$ cat src/rtl/fp_addsub_seq_pkg.sv
// Shared FP format macros and helpers for the sequential FP adder.
// Widths derive from the format selector; RNE decision lives here.

`ifndef FP_DEFINES_SVH
`define FP_DEFINES_SVH
`define FP32 0
`define FP64 1
`define GET_EXP_LEN(f) (((f) == `FP64) ? 11 : 8)
`define GET_MANTISSA_LEN(f) (((f) == `FP64) ? 52 : 23)
`define GET_PROTECT_LEN(f) 3
`define ADD 1'b0
`define SUB 1'b1
`endif

package fp_addsub_seq_pkg;

    typedef enum logic [1:0] {
        SP_NONE,
        SP_NAN,
        SP_INF
    } special_t;

    // Round to nearest, ties to even.
    function automatic logic rne_up(
        input logic lsb,
        input logic g,
        input logic r,
        input logic s
    );
        return g & (r | s | lsb);
    endfunction

endpackage

$ cat src/rtl/fp_addsub_seq_mantissa_cal.sv
// Signed-magnitude mantissa add/sub with carry bit.
// Ports: sign_a/b, mant_a/b (W) in; result (W+1), sign out.

module mantissa_cal
    import fp_addsub_seq_pkg::*;
#(
    parameter int data_format = `FP32,
    localparam int M = `GET_MANTISSA_LEN(data_format),
    localparam int P = `GET_PROTECT_LEN(data_format),
    localparam int W = 1 + M + P
) (
    input  logic         sign_a,
    input  logic         sign_b,
    input  logic [W-1:0] mant_a,
    input  logic [W-1:0] mant_b,
    output logic [W:0]   result,
    output logic         sign
);

    always_comb begin
        result = '0;
        sign   = 1'b0;
        if (sign_a == sign_b) begin
            // Same sign keeps the sign even for a zero sum.
            result = {1'b0, mant_a} + {1'b0, mant_b};
            sign   = sign_a;
        end else if (mant_a >= mant_b) begin
            result = {1'b0, mant_a - mant_b};
            // Exact cancellation yields +0.
            sign   = (mant_a == mant_b) ? 1'b0 : sign_a;
        end else begin
            result = {1'b0, mant_b - mant_a};
            sign   = sign_b;
        end
    end

endmodule

$ cat src/rtl/fp_addsub_seq.sv
// Multi-cycle IEEE add/sub: unpack, align, add, normalise, RNE, pack.
// Ports: clk, rst_n, in_valid/in_ready, a, b, op, out_valid/out_ready, result, ovf, busy.

module fp_addsub_seq
    import fp_addsub_seq_pkg::*;
#(
    parameter int data_format = `FP32,
    localparam int E = `GET_EXP_LEN(data_format),
    localparam int M = `GET_MANTISSA_LEN(data_format),
    localparam int P = `GET_PROTECT_LEN(data_format),
    localparam int N = 1 + E + M,
    localparam int W = 1 + M + P
) (
    input  logic         clk,
    input  logic         rst_n,
    input  logic         in_valid,
    output logic         in_ready,
    input  logic [N-1:0] a,
    input  logic [N-1:0] b,
    input  logic         op,
    output logic         out_valid,
    input  logic         out_ready,
    output logic [N-1:0] result,
    output logic         ovf,
    output logic         busy
);

    typedef enum logic [2:0] {
        IDLE,
        ALIGN,
        CALC,
        NORM,
        ROUND,
        DONE
    } state_t;

    localparam int SH_W = $clog2(W + 1);
    localparam logic [E-1:0] EXP_MAX = '1;
    localparam logic [E-1:0] EXP_ONE = E'(1);
    localparam logic [E-1:0] DIFF_MAX = E'(W);
    localparam logic [SH_W-1:0] SH_MAX = SH_W'(W);
    localparam logic [N-1:0] QNAN =
        {1'b0, EXP_MAX, 1'b1, {(M-1){1'b0}}};

    state_t       state;
    logic         sign_a;
    logic         sign_b;
    logic [E-1:0] exp_a;
    logic [E-1:0] exp_b;
    logic [W-1:0] mant_a;
    logic [W-1:0] mant_b;
    logic         sign_big;
    logic         sign_small;
    logic [W-1:0] mant_big;
    logic [W-1:0] mant_small;
    logic [E-1:0] exp_r;
    logic [W:0]   cal_result;
    logic         cal_sign;

    // Unpack the incoming operands.
    logic         sa;
    logic         sb;
    logic [E-1:0] ea;
    logic [E-1:0] eb;
    logic [M-1:0] fa;
    logic [M-1:0] fb;
    logic         a_nan;
    logic         b_nan;
    logic         a_inf;
    logic         b_inf;
    special_t     sp;
    logic [N-1:0] inf_word;

    assign sa = a[N-1];
    assign sb = b[N-1] ^ (op == `SUB);
    assign ea = a[N-2:M];
    assign eb = b[N-2:M];
    assign fa = a[M-1:0];
    assign fb = b[M-1:0];
    assign a_nan = (ea == EXP_MAX) && (fa != '0);
    assign b_nan = (eb == EXP_MAX) && (fb != '0);
    assign a_inf = (ea == EXP_MAX) && (fa == '0);
    assign b_inf = (eb == EXP_MAX) && (fb == '0);
    assign inf_word = {a_inf ? sa : sb, EXP_MAX, {M{1'b0}}};

    always_comb begin
        sp = SP_NONE;
        if (a_nan || b_nan || (a_inf && b_inf && (sa != sb)))
            sp = SP_NAN;
        else if (a_inf || b_inf)
            sp = SP_INF;
    end

    // Alignment: larger exponent first, tie keeps a.
    logic            a_first;
    logic [E-1:0]    diff;
    logic [SH_W-1:0] sh;
    logic [W-1:0]    small_raw;
    logic [W-1:0]    small_mask;
    logic [W-1:0]    small_shf;

    assign a_first = exp_a >= exp_b;
    assign diff = a_first ? exp_a - exp_b : exp_b - exp_a;
    assign sh = (diff >= DIFF_MAX) ? SH_MAX : diff[SH_W-1:0];
    assign small_raw = a_first ? mant_b : mant_a;
    // Shifting all-ones by W leaves an all-ones mask: everything is sticky.
    assign small_mask = ~({W{1'b1}} << sh);
    assign small_shf = (small_raw >> sh)
                     | {{(W-1){1'b0}}, |(small_raw & small_mask)};

    logic [W:0] cal_out;
    logic       cal_sign_c;

    mantissa_cal #(
        .data_format(data_format)
    ) u_cal (
        .sign_a(sign_big),
        .sign_b(sign_small),
        .mant_a(mant_big),
        .mant_b(mant_small),
        .result(cal_out),
        .sign  (cal_sign_c)
    );

    // Rounding on guard/round/sticky below the kept mantissa.
    logic [M:0]   keep;
    logic         up;
    logic [M+1:0] rnd;
    logic [E-1:0] exp_inc;

    assign keep = cal_result[W-1:P];
    assign up = rne_up(cal_result[P], cal_result[P-1],
                       cal_result[P-2], |cal_result[P-3:0]);
    assign rnd = {1'b0, keep} + {{(M+1){1'b0}}, up};
    assign exp_inc = exp_r + EXP_ONE;

    always_ff @(posedge clk or negedge rst_n) begin
        if (!rst_n) begin
            state      <= IDLE;
            in_ready   <= 1'b1;
            out_valid  <= 1'b0;
            busy       <= 1'b0;
            result     <= '0;
            ovf        <= 1'b0;
            sign_a     <= 1'b0;
            sign_b     <= 1'b0;
            exp_a      <= '0;
            exp_b      <= '0;
            mant_a     <= '0;
            mant_b     <= '0;
            sign_big   <= 1'b0;
            sign_small <= 1'b0;
            mant_big   <= '0;
            mant_small <= '0;
            exp_r      <= '0;
            cal_result <= '0;
            cal_sign   <= 1'b0;
        end else begin
            unique case (state)
                IDLE: begin
                    if (in_valid && in_ready) begin
                        in_ready <= 1'b0;
                        busy     <= 1'b1;
                        ovf      <= 1'b0;
                        sign_a   <= sa;
                        sign_b   <= sb;
                        // Subnormals: hidden bit 0, exponent 1.
                        exp_a    <= (ea == '0) ? EXP_ONE : ea;
                        exp_b    <= (eb == '0) ? EXP_ONE : eb;
                        mant_a   <= {|ea, fa, {P{1'b0}}};
                        mant_b   <= {|eb, fb, {P{1'b0}}};
                        unique case (sp)
                            SP_NAN: begin
                                result    <= QNAN;
                                out_valid <= 1'b1;
                                state     <= DONE;
                            end
                            SP_INF: begin
                                result    <= inf_word;
                                out_valid <= 1'b1;
                                state     <= DONE;
                            end
                            default: state <= ALIGN;
                        endcase
                    end
                end
                ALIGN: begin
                    exp_r      <= a_first ? exp_a : exp_b;
                    mant_big   <= a_first ? mant_a : mant_b;
                    sign_big   <= a_first ? sign_a : sign_b;
                    sign_small <= a_first ? sign_b : sign_a;
                    mant_small <= small_shf;
                    state      <= CALC;
                end
                CALC: begin
                    cal_result <= cal_out;
                    cal_sign   <= cal_sign_c;
                    if (cal_out == '0) begin
                        result    <= {cal_sign_c, {(N-1){1'b0}}};
                        out_valid <= 1'b1;
                        state     <= DONE;
                    end else begin
                        state <= NORM;
                    end
                end
                NORM: begin
                    if (cal_result[W]) begin
                        cal_result <= {1'b0, cal_result[W:2],
                                       cal_result[1] | cal_result[0]};
                        exp_r <= exp_inc;
                        if (exp_inc == EXP_MAX) begin
                            result    <= {cal_sign, EXP_MAX, {M{1'b0}}};
                            ovf       <= 1'b1;
                            out_valid <= 1'b1;
                            state     <= DONE;
                        end else begin
                            state <= ROUND;
                        end
                    end else if (!cal_result[W-1] && (exp_r > EXP_ONE)) begin
                        cal_result <= {cal_result[W-1:0], 1'b0};
                        exp_r      <= exp_r - EXP_ONE;
                    end else begin
                        state <= ROUND;
                    end
                end
                ROUND: begin
                    if (rnd[M+1]) begin
                        // Mantissa wrapped to 10.0: bump the exponent.
                        result <= {cal_sign, exp_inc, {M{1'b0}}};
                        ovf    <= (exp_inc == EXP_MAX);
                    end else begin
                        // Hidden bit clear means subnormal: exp field 0.
                        result <= {cal_sign, rnd[M] ? exp_r : {E{1'b0}},
                                   rnd[M-1:0]};
                    end
                    out_valid <= 1'b1;
                    state     <= DONE;
                end
                DONE: begin
                    if (out_ready) begin
                        out_valid <= 1'b0;
                        in_ready  <= 1'b1;
                        busy      <= 1'b0;
                        state     <= IDLE;
                    end
                end
                default: state <= IDLE;
            endcase
        end
    end

endmodule

$ cat config.mk
export PLATFORM = sky130hd
export DESIGN_NAME = fp_addsub_seq
export DESIGN_NICKNAME = d
export VERILOG_FILES = /design/src/rtl/fp_addsub_seq_pkg.sv /design/src/rtl/fp_addsub_seq_mantissa_cal.sv /design/src/rtl/fp_addsub_seq.sv
export SDC_FILE = /design/constraint.sdc
export NUM_CORES = 1
export LEC_CHECK = 0
export ABC_AREA = 1
export BUFFER_PORTS_ARGS = -buffer_cell sky130_fd_sc_hd__buf_2
export CAP_MARGIN = 10
export CELL_PAD_IN_SITES_DETAIL_PLACEMENT = 0
export CELL_PAD_IN_SITES_GLOBAL_PLACEMENT = 1
export CORE_ASPECT_RATIO = 1.1
export CORE_MARGIN = 5
export CORE_UTILIZATION = 35
export DETAILED_ROUTE_END_ITERATION = 16
export PLACE_DENSITY = 0.81
export SYNTH_ARGS = -nofsm -noshare
export SYNTH_HDL_FRONTEND = slang
export SYNTH_SLANG_ARGS = --single-unit
$ cat constraint.sdc
create_clock -name clk -period 3.1 [get_ports clk]
set_clock_uncertainty 0.05 [all_clocks]
set_input_delay 0.775 -clock clk [delete_from_list [all_inputs] [get_ports clk]]
set_output_delay 0.775 -clock clk [all_outputs]
set_load 0.005 [all_outputs]
# ---- Yosys cells after proc, flatten, opt, wreduce, memory -nomap -nowiden
# Index checks and enable logic that the tools add are counted.
dict set report op_classes {
  add_sub_neg 8
  n_mul 0
  div 0
  n_lt_le_gt_ge 4
  n_eq_ne 23
  n_shift 2
  muxes 53
  n_bitwise 7
  reduce_logical 38
}
# op n
set op_table {}
lappend op_table {{32-bit two-way mux} 4}
lappend op_table {{32-bit case mux with 4 select lines} 1}
lappend op_table {{28-bit two-way mux} 3}
lappend op_table {{27-bit two-way mux} 3}
lappend op_table {{32-bit case mux with 2 select lines} 1}
lappend op_table {{8-bit two-way mux} 7}
lappend op_table {{28-bit case mux with 2 select lines} 1}
lappend op_table {{27-bit subtractor} 2}
lappend op_table {{23-bit logical NOT} 2}
lappend op_table {{23-bit nonzero test} 2}
lappend op_table {{31-bit two-way mux} 1}
lappend op_table {{27-bit by 27-bit adder with 28-bit output} 1}
lappend op_table {{28-bit logical NOT} 1}
lappend op_table {{27-bit AND} 1}
lappend op_table {{27-bit == test} 1}
lappend op_table {{27-bit >= comparator} 1}
lappend op_table {{27-bit inverter} 1}
lappend op_table {{27-bit by 1-bit OR with 27-bit output} 1}
lappend op_table {{27-bit OR reduction} 1}
lappend op_table {{27-bit by 5-bit left shift with 27-bit output, first input constant} 1}
lappend op_table {{27-bit by 5-bit right shift with 27-bit output} 1}
lappend op_table {{24-bit by 1-bit adder with 25-bit output} 1}
lappend op_table {{8-bit == test, second input constant} 3}
lappend op_table {{3-bit two-way mux} 6}
lappend op_table {{other kinds (43)} 88}
dict set report totals {
  reg_bits 198
  latchBits 0
  ramBits 0
  mem_bits_ro 0
  input_bits 69
  out_inout_bits 36
  elab_cells 155
  mem_count 0
}

# ---- Logic depth before layout (Yosys ltp)
dict set report depth {
  depth_word 11
  ltp_mapped 27
  depth_no_buf 26
}

# ---- By module
# Synthesis repeated with hierarchy kept, for this count alone.
dict set report hier_totals {
  cells_unflattened 2962
  area_unflattened_um2 18770.5
}
# mod n_inst cells_each area_each_um2 seq_area_each_um2
set by_module_without_submodules {}
lappend by_module_without_submodules {fp_addsub_seq 1 1738 12266.8 4880.9}
lappend by_module_without_submodules {mantissa_cal 1 1224 6503.7 0.0}

# ---- Worst setup path after synthesis
# OpenSTA, ideal clock, no wires.
dict set report synth_path {
  kind {flip-flop to flip-flop}
  startpoint {register exp_a[0]}
  endpoint {register mant_small[0]}
  setup_ps 115
  arrival_time_ps 2864
  required_time_ps 2935
  setup_slack_ps 70
  path_stages_with_launch 25
  path_buffers 2
  synth_period_minus_slack_ps 3030
  path_cell_list {dfrtp_1 > inv_1 > ha_1 > inv_1 > fa_1 > nand3_1 > nand2_1 > nand2_1 > nand3_4 > o21ai_2 > nand2_2 > nand2_2 > buf_6 > nand2_8 > inv_4 > nand2_2 > buf_6 > o21bai_2 > nand3_1 > nor2_1 > nor2_1 > nor2_1 > nand2_1 > nor2_1 > nor2_1}
}
dict set report synth_between {
  elab_chain_len 9
  word_cells_on_any_way 13
  classes_between {add/sub: 2; order compare: 2; shift: 2; mux: 3; bitwise: 3; reduce/logical: 1}
}
# element line
set synth_rtl {}
lappend synth_rtl {{start, declared} fp_addsub_seq.sv:48} ;# logic [E-1:0] exp_a;
lappend synth_rtl {{start signal, assigned} fp_addsub_seq.sv:168} ;# exp_a <= (ea == '0) ? EXP_ONE : ea;
lappend synth_rtl {{8-bit subtractor or 8-bit >= comparator (tied branches)} {fp_addsub_seq.sv:103, fp_addsub_seq.sv:102}}
lappend synth_rtl {{8-bit two-way mux} fp_addsub_seq.sv:103} ;# assign diff = a_first ? exp_a - exp_b : exp_b - exp_a;
lappend synth_rtl {{8-bit by 5-bit >= comparator with 1-bit output} fp_addsub_seq.sv:104} ;# assign sh = (diff >= DIFF_MAX) ? SH_MAX : diff[SH_W-1:0];
lappend synth_rtl {{5-bit two-way mux} fp_addsub_seq.sv:104}
lappend synth_rtl {{27-bit by 5-bit left shift with 27-bit output} fp_addsub_seq.sv:107} ;# assign small_mask = ~({W{1'b1}} << sh);
lappend synth_rtl {{27-bit inverter} fp_addsub_seq.sv:107}
lappend synth_rtl {{27-bit AND} fp_addsub_seq.sv:109} ;# | {{(W-1){1'b0}}, |(small_raw & small_mask)};
lappend synth_rtl {{27-bit OR reduction} fp_addsub_seq.sv:109}
lappend synth_rtl {{27-bit by 1-bit OR with 27-bit output (*)} fp_addsub_seq.sv:109}
lappend synth_rtl {{end signal, assigned} fp_addsub_seq.sv:192} ;# mant_small <= small_shf;
lappend synth_rtl {{end, declared} fp_addsub_seq.sv:55} ;# logic [W-1:0] mant_small;
# Mark *: on every way between the ends. The rest lies on a longest branch, timed or not.
# A chain may end at the register's enable or synchronous reset.

# ---- Final worst setup path
dict set report layout_path {
  startpoint {register mant_big[12]}
  endpoint {register result[3]}
}
dict set report layout_between {
  elab_chain_len 6
  word_cells_on_any_way 9
  classes_between {add/sub: 3; order compare: 1; eq/ne: 1; mux: 2; reduce/logical: 2}
}
# element line
set layout_rtl {}
lappend layout_rtl {{start, declared} fp_addsub_seq.sv:54} ;# logic [W-1:0] mant_big;
lappend layout_rtl {{start signal, assigned} fp_addsub_seq.sv:189} ;# mant_big <= a_first ? mant_a : mant_b;
lappend layout_rtl {{27-bit subtractor, or another cell as far along} fp_addsub_seq_mantissa_cal.sv:32} ;# result = {1'b0, mant_b - mant_a};
lappend layout_rtl {{27-bit two-way mux} fp_addsub_seq_mantissa_cal.sv:27} ;# end else if (mant_a >= mant_b) begin
lappend layout_rtl {{28-bit two-way mux (*)} fp_addsub_seq_mantissa_cal.sv:23} ;# if (sign_a == sign_b) begin
lappend layout_rtl {{28-bit logical NOT (*)} fp_addsub_seq.sv:198} ;# if (cal_out == '0) begin
lappend layout_rtl {{2-bit inequality test (no line) (*)} -}
lappend layout_rtl {{6-bit AND reduction (no line) (*)} -}
lappend layout_rtl {{end signal, assigned} fp_addsub_seq.sv:199} ;# result <= {cal_sign_c, {(N-1){1'b0}}};
lappend layout_rtl {{end signal, assigned} fp_addsub_seq.sv:212} ;# result <= {cal_sign, EXP_MAX, {M{1'b0}}};
lappend layout_rtl {{end signal, assigned} fp_addsub_seq.sv:229} ;# result <= {cal_sign, exp_inc, {M{1'b0}}};
lappend layout_rtl {{end, declared} fp_addsub_seq.sv:23} ;# output logic [N-1:0] result,
# Marks and branches as above.

==> impl_summary.txt <==
----------------------------------------------------
[Route]
  Remaining number of nets flagged by the antenna check after routing ... 0
  Routed vias/inst ... 5.00
  Final WL ... 70100 um
  Residual DRC count ... 0
  Router iterations before antenna repair ... 8
  Final routed wire length divided by cell count ... 16.6 um
  1st-iter DRT viols ... 1434
  Total via count in the routed design ... 21.1k

[Global route]
  Total global routing track utilization ... 0.242
  Number of antenna violations at the first check in global routing ... 0
  Via count of the first global-routing pass ... ~20k
  Maximum number of pins on one net before global-route repair ... slightly above 90
  Global route overflow ... 0
  Wire length of the first global-routing pass ... 109000 um

[Placed design]
  I/O Buffers ... 104
  Worst slack after detailed placement ... -0.388 ns
  Number of cells in the design after placement ... 4148
  HPWL after detailed placement ... 56600 um
  Placer Congestion ... 0.987

[Worst setup path]
  Stage delay of the slowest cell on the critical path ... 0.45 ns
  Type of the worst setup path ... flip-flop to flip-flop
  CP most frequent cell ... sky130_fd_sc_hd__nand2_1
  Arr. time, crit path ... ~3.7 ns
  Worst-path fanout max ... 8
  FF-to-FF setup slack ... -0.25 ns
  Critical path launch point type ... flip-flop
  Endpoint of the most critical register-to-register path ... result[3]
  Required time of the critical path ... 3.43 ns
  Critical path cell sequence ... inv_1 > ha_2 > buf_4 > o21ai_0 > a21oi_1 > buf_4 > nand2_1 > nand2_1 > nand4_1 > a21oi_1 > a21oi_2 > nand2_1 > nor2_1 > nand2_1 > nor2_1 > nand2_2 > nand2_4 > nand3_4 > clkbuf_16 > nand2_1 > nand2_1
  Sum of buffers and inverters on the critical path ... 4
  Element type at the critical path end ... flip-flop
  Family of cells with the greatest summed delay on the critical path ... simple AND/OR/NAND/NOR gates
  Reg-to-reg critical path startpoint ... mant_big[12]
  Highest-delay cell along the critical path ... sky130_fd_sc_hd__o21ai_0
  Number of cell instances on the worst register-to-register path ... 21

[Clock tree]
  Clock Path Buffers ... 2
  Clock slew seen by the registers of the worst setup and hold paths ... 0.08 ns
  Root Driver ... sky130_fd_sc_hd__clkbuf_16
  Number of buffers created by CTS ... 17
  Number of clock sinks ... 195
  H-Tree Level Count ... 4
  Hold-fix buffers, CTS ... 0
  Later-pin clock latency in the skew report ... 0.48 ns
  Clock tree from TritonCTS ... done

[Yosys]
  Sequential fraction of the synthesis area ... 0.269
  Syn avg cell area ... 6.17 um2
  Cell taking the most area after synthesis ... sky130_fd_sc_hd__dfrtp_1
  Library cells used by synthesis ... 63
  Most frequent cells after synthesis ... 976 x sky130_fd_sc_hd__nand2_1, 419 x sky130_fd_sc_hd__inv_1, 249 x sky130_fd_sc_hd__o21ai_0, 216 x sky130_fd_sc_hd__nand3_1, 194 x sky130_fd_sc_hd__dfrtp_1
  Synthesis Warnings ... 0
  Mapped Nets ... 3102
  Most used standard cell by instance count after synthesis ... sky130_fd_sc_hd__nand2_1
  Gate count after technology mapping ... approximately 2.9k
  Leading cell types by total area after synthesis ... sky130_fd_sc_hd__dfrtp_1 27%, sky130_fd_sc_hd__nand2_1 20%, sky130_fd_sc_hd__inv_1 8.7%, sky130_fd_sc_hd__o21ai_0 6.9%, sky130_fd_sc_hd__ha_1 6.3%
  Async set-or-reset flop fraction in the synthesized netlist ... 1.00
  Seq cells post-synth ... between 150 and 200
  Yosys top cell area share ... 0.268
  Post-synth design cell area ... about 18000 um2
  Number of flops mapped to enable cells by yosys ... 0
  Primary flip-flop cell chosen by synthesis mapping ... sky130_fd_sc_hd__dfrtp_1

[Timing]
  Final Hold Viols ... 0
  Share of the cycle needed by the critical path after routing ... 1.08
  Post-route setup slack ... -0.247 ns
  Unrepaired setup endpoints after global routing ... true
  Number of slew-limit violations in the final report ... 0
  Count of final setup violators ... 55
  Worst-margin pin slew ... between 0.7 and 0.8 ns
  Min Tclk post-route ... 3.35 ns
  Worst max-slew margin expressed relative to the limit ... 0.499
  Timing-limited maximum frequency ... 299 MHz

[Finish]
  Synth-to-layout area growth ... 38.6%
  Number of inserted diodes ... 0
  Fillers ... 5332
  Fraction of layout instances using a drive strength above 1 ... 0.277
  Nets@finish ... roughly 3.7k
  Number of cells in the finished layout apart from fillers ... 4214

[Floorplan]
  Effective utilization at floorplan ... 0.354
  Die outline area ... between 50000 and 60000 um2
  Number of rows created at floorplan ... just under 90
  Number of top-level pins ... 105
  Y dimension of the die ... 249 um
  Placeable core area ... 51300 um2
  X dimension of the die ... 227 um

[Min path]
  Worst min-delay path class ... input port to async pin

[Status]
  Run status ... finished with violations
  Violations in the final reports ... negative setup slack

[Run]
  Max capacitance violation total ... 0

----------------------------------------------------
## state kept, by name (all words and copies together), names as in the netlist, 3 cells and up
name and count:
exp_r 8, result 32, exp_b 8, mant_a 24
mant_b 24, cal_result 28, exp_a 8, mant_big 24
mant_small 27, state 3
## final cells by class
type / instances / area (um2) / share of cell area
clock inverter: 15 / 159 / 0.00632
tap: 667 / 835 / 0.0332
multi-input combinational: 2195 / 12000 / 0.476
timing repair buffer: 692 / 5250 / 0.209
inverter: 433 / 1630 / 0.0649
sequential: 195 / 4880 / 0.194
clock buffer: 17 / 425 / 0.0169
## cells in the final DEF (no fill, tap or decap), types with 64 or more instances in the layout
cell	netlist	layout
sky130_fd_sc_hd__ha_1	91	64
sky130_fd_sc_hd__o21ai_0	249	231
sky130_fd_sc_hd__buf_4	21	550
sky130_fd_sc_hd__a21oi_1	135	109
sky130_fd_sc_hd__dfrtp_1	194	191
sky130_fd_sc_hd__nand2_1	976	921
sky130_fd_sc_hd__inv_1	419	403
sky130_fd_sc_hd__nand3_1	216	197
sky130_fd_sc_hd__nand4_1	72	72
sky130_fd_sc_hd__buf_2	21	104
sky130_fd_sc_hd__nor2_1	187	160
## layer usage
layer,track usage,routed length (um)
met1,0.315,30700
met2,0.413,33700
met3,0.0247,2950
met4,0.0892,2790
met5,0,0
## worst max path at each step
stage / start / endpoint / slack (ns) / depth (start not counted)
floorplan: exp_a[0] / mant_small[0] / 0.07 / 24
global placement: mant_big[13] / out_valid / -0.36 / 24
detailed placement: mant_big[13] / result[4] / -0.39 / 23
CTS: mant_small[3] / result[4] / -0.12 / 27
global route: mant_small[3] / result[8] / -0.40 / 27
finish: mant_big[12] / result[3] / -0.25 / 21
## cell families after synthesis
logic type,after synthesis,share of synthesized area
and+or+nand+nor,1542,0.362
buffers and inverters,550,0.125
AOI/OAI and AO/OA,512,0.155
DFF,195,0.269
adders and majority gates,95,0.0672
xor gates and xnor gates,41,0.0198
muxes,3,0.00179
## timing repair
| action | 4_1_cts | 5_1_grt |
|---|---|---|
| cloned | 4 | 4 |
| resized for setup | 129 | 142 |
| pin swaps | 11 | 27 |
| setup endpoints to repair | 62 | 63 |
| buffers inserted | 13 | 13 |
## per-stage QoR
step	hold WS (ns)	area, um2	TNS, ns	utilization
after CTS	0.271	24400	-4.45	0.477
after global placement	0.404	23200	-15.68	0.453
after detailed placement	0.406	23200	-17.94	0.453
final	0.262	25100	-9.20	0.490
after floorplan	0.403	18100	0	-
after global routing	0.295	25100	-19.61	0.490
Power is left out: the tool's default activity adds up to more than one toggle a clock period on the data nets, which glitch-free logic cannot reach.
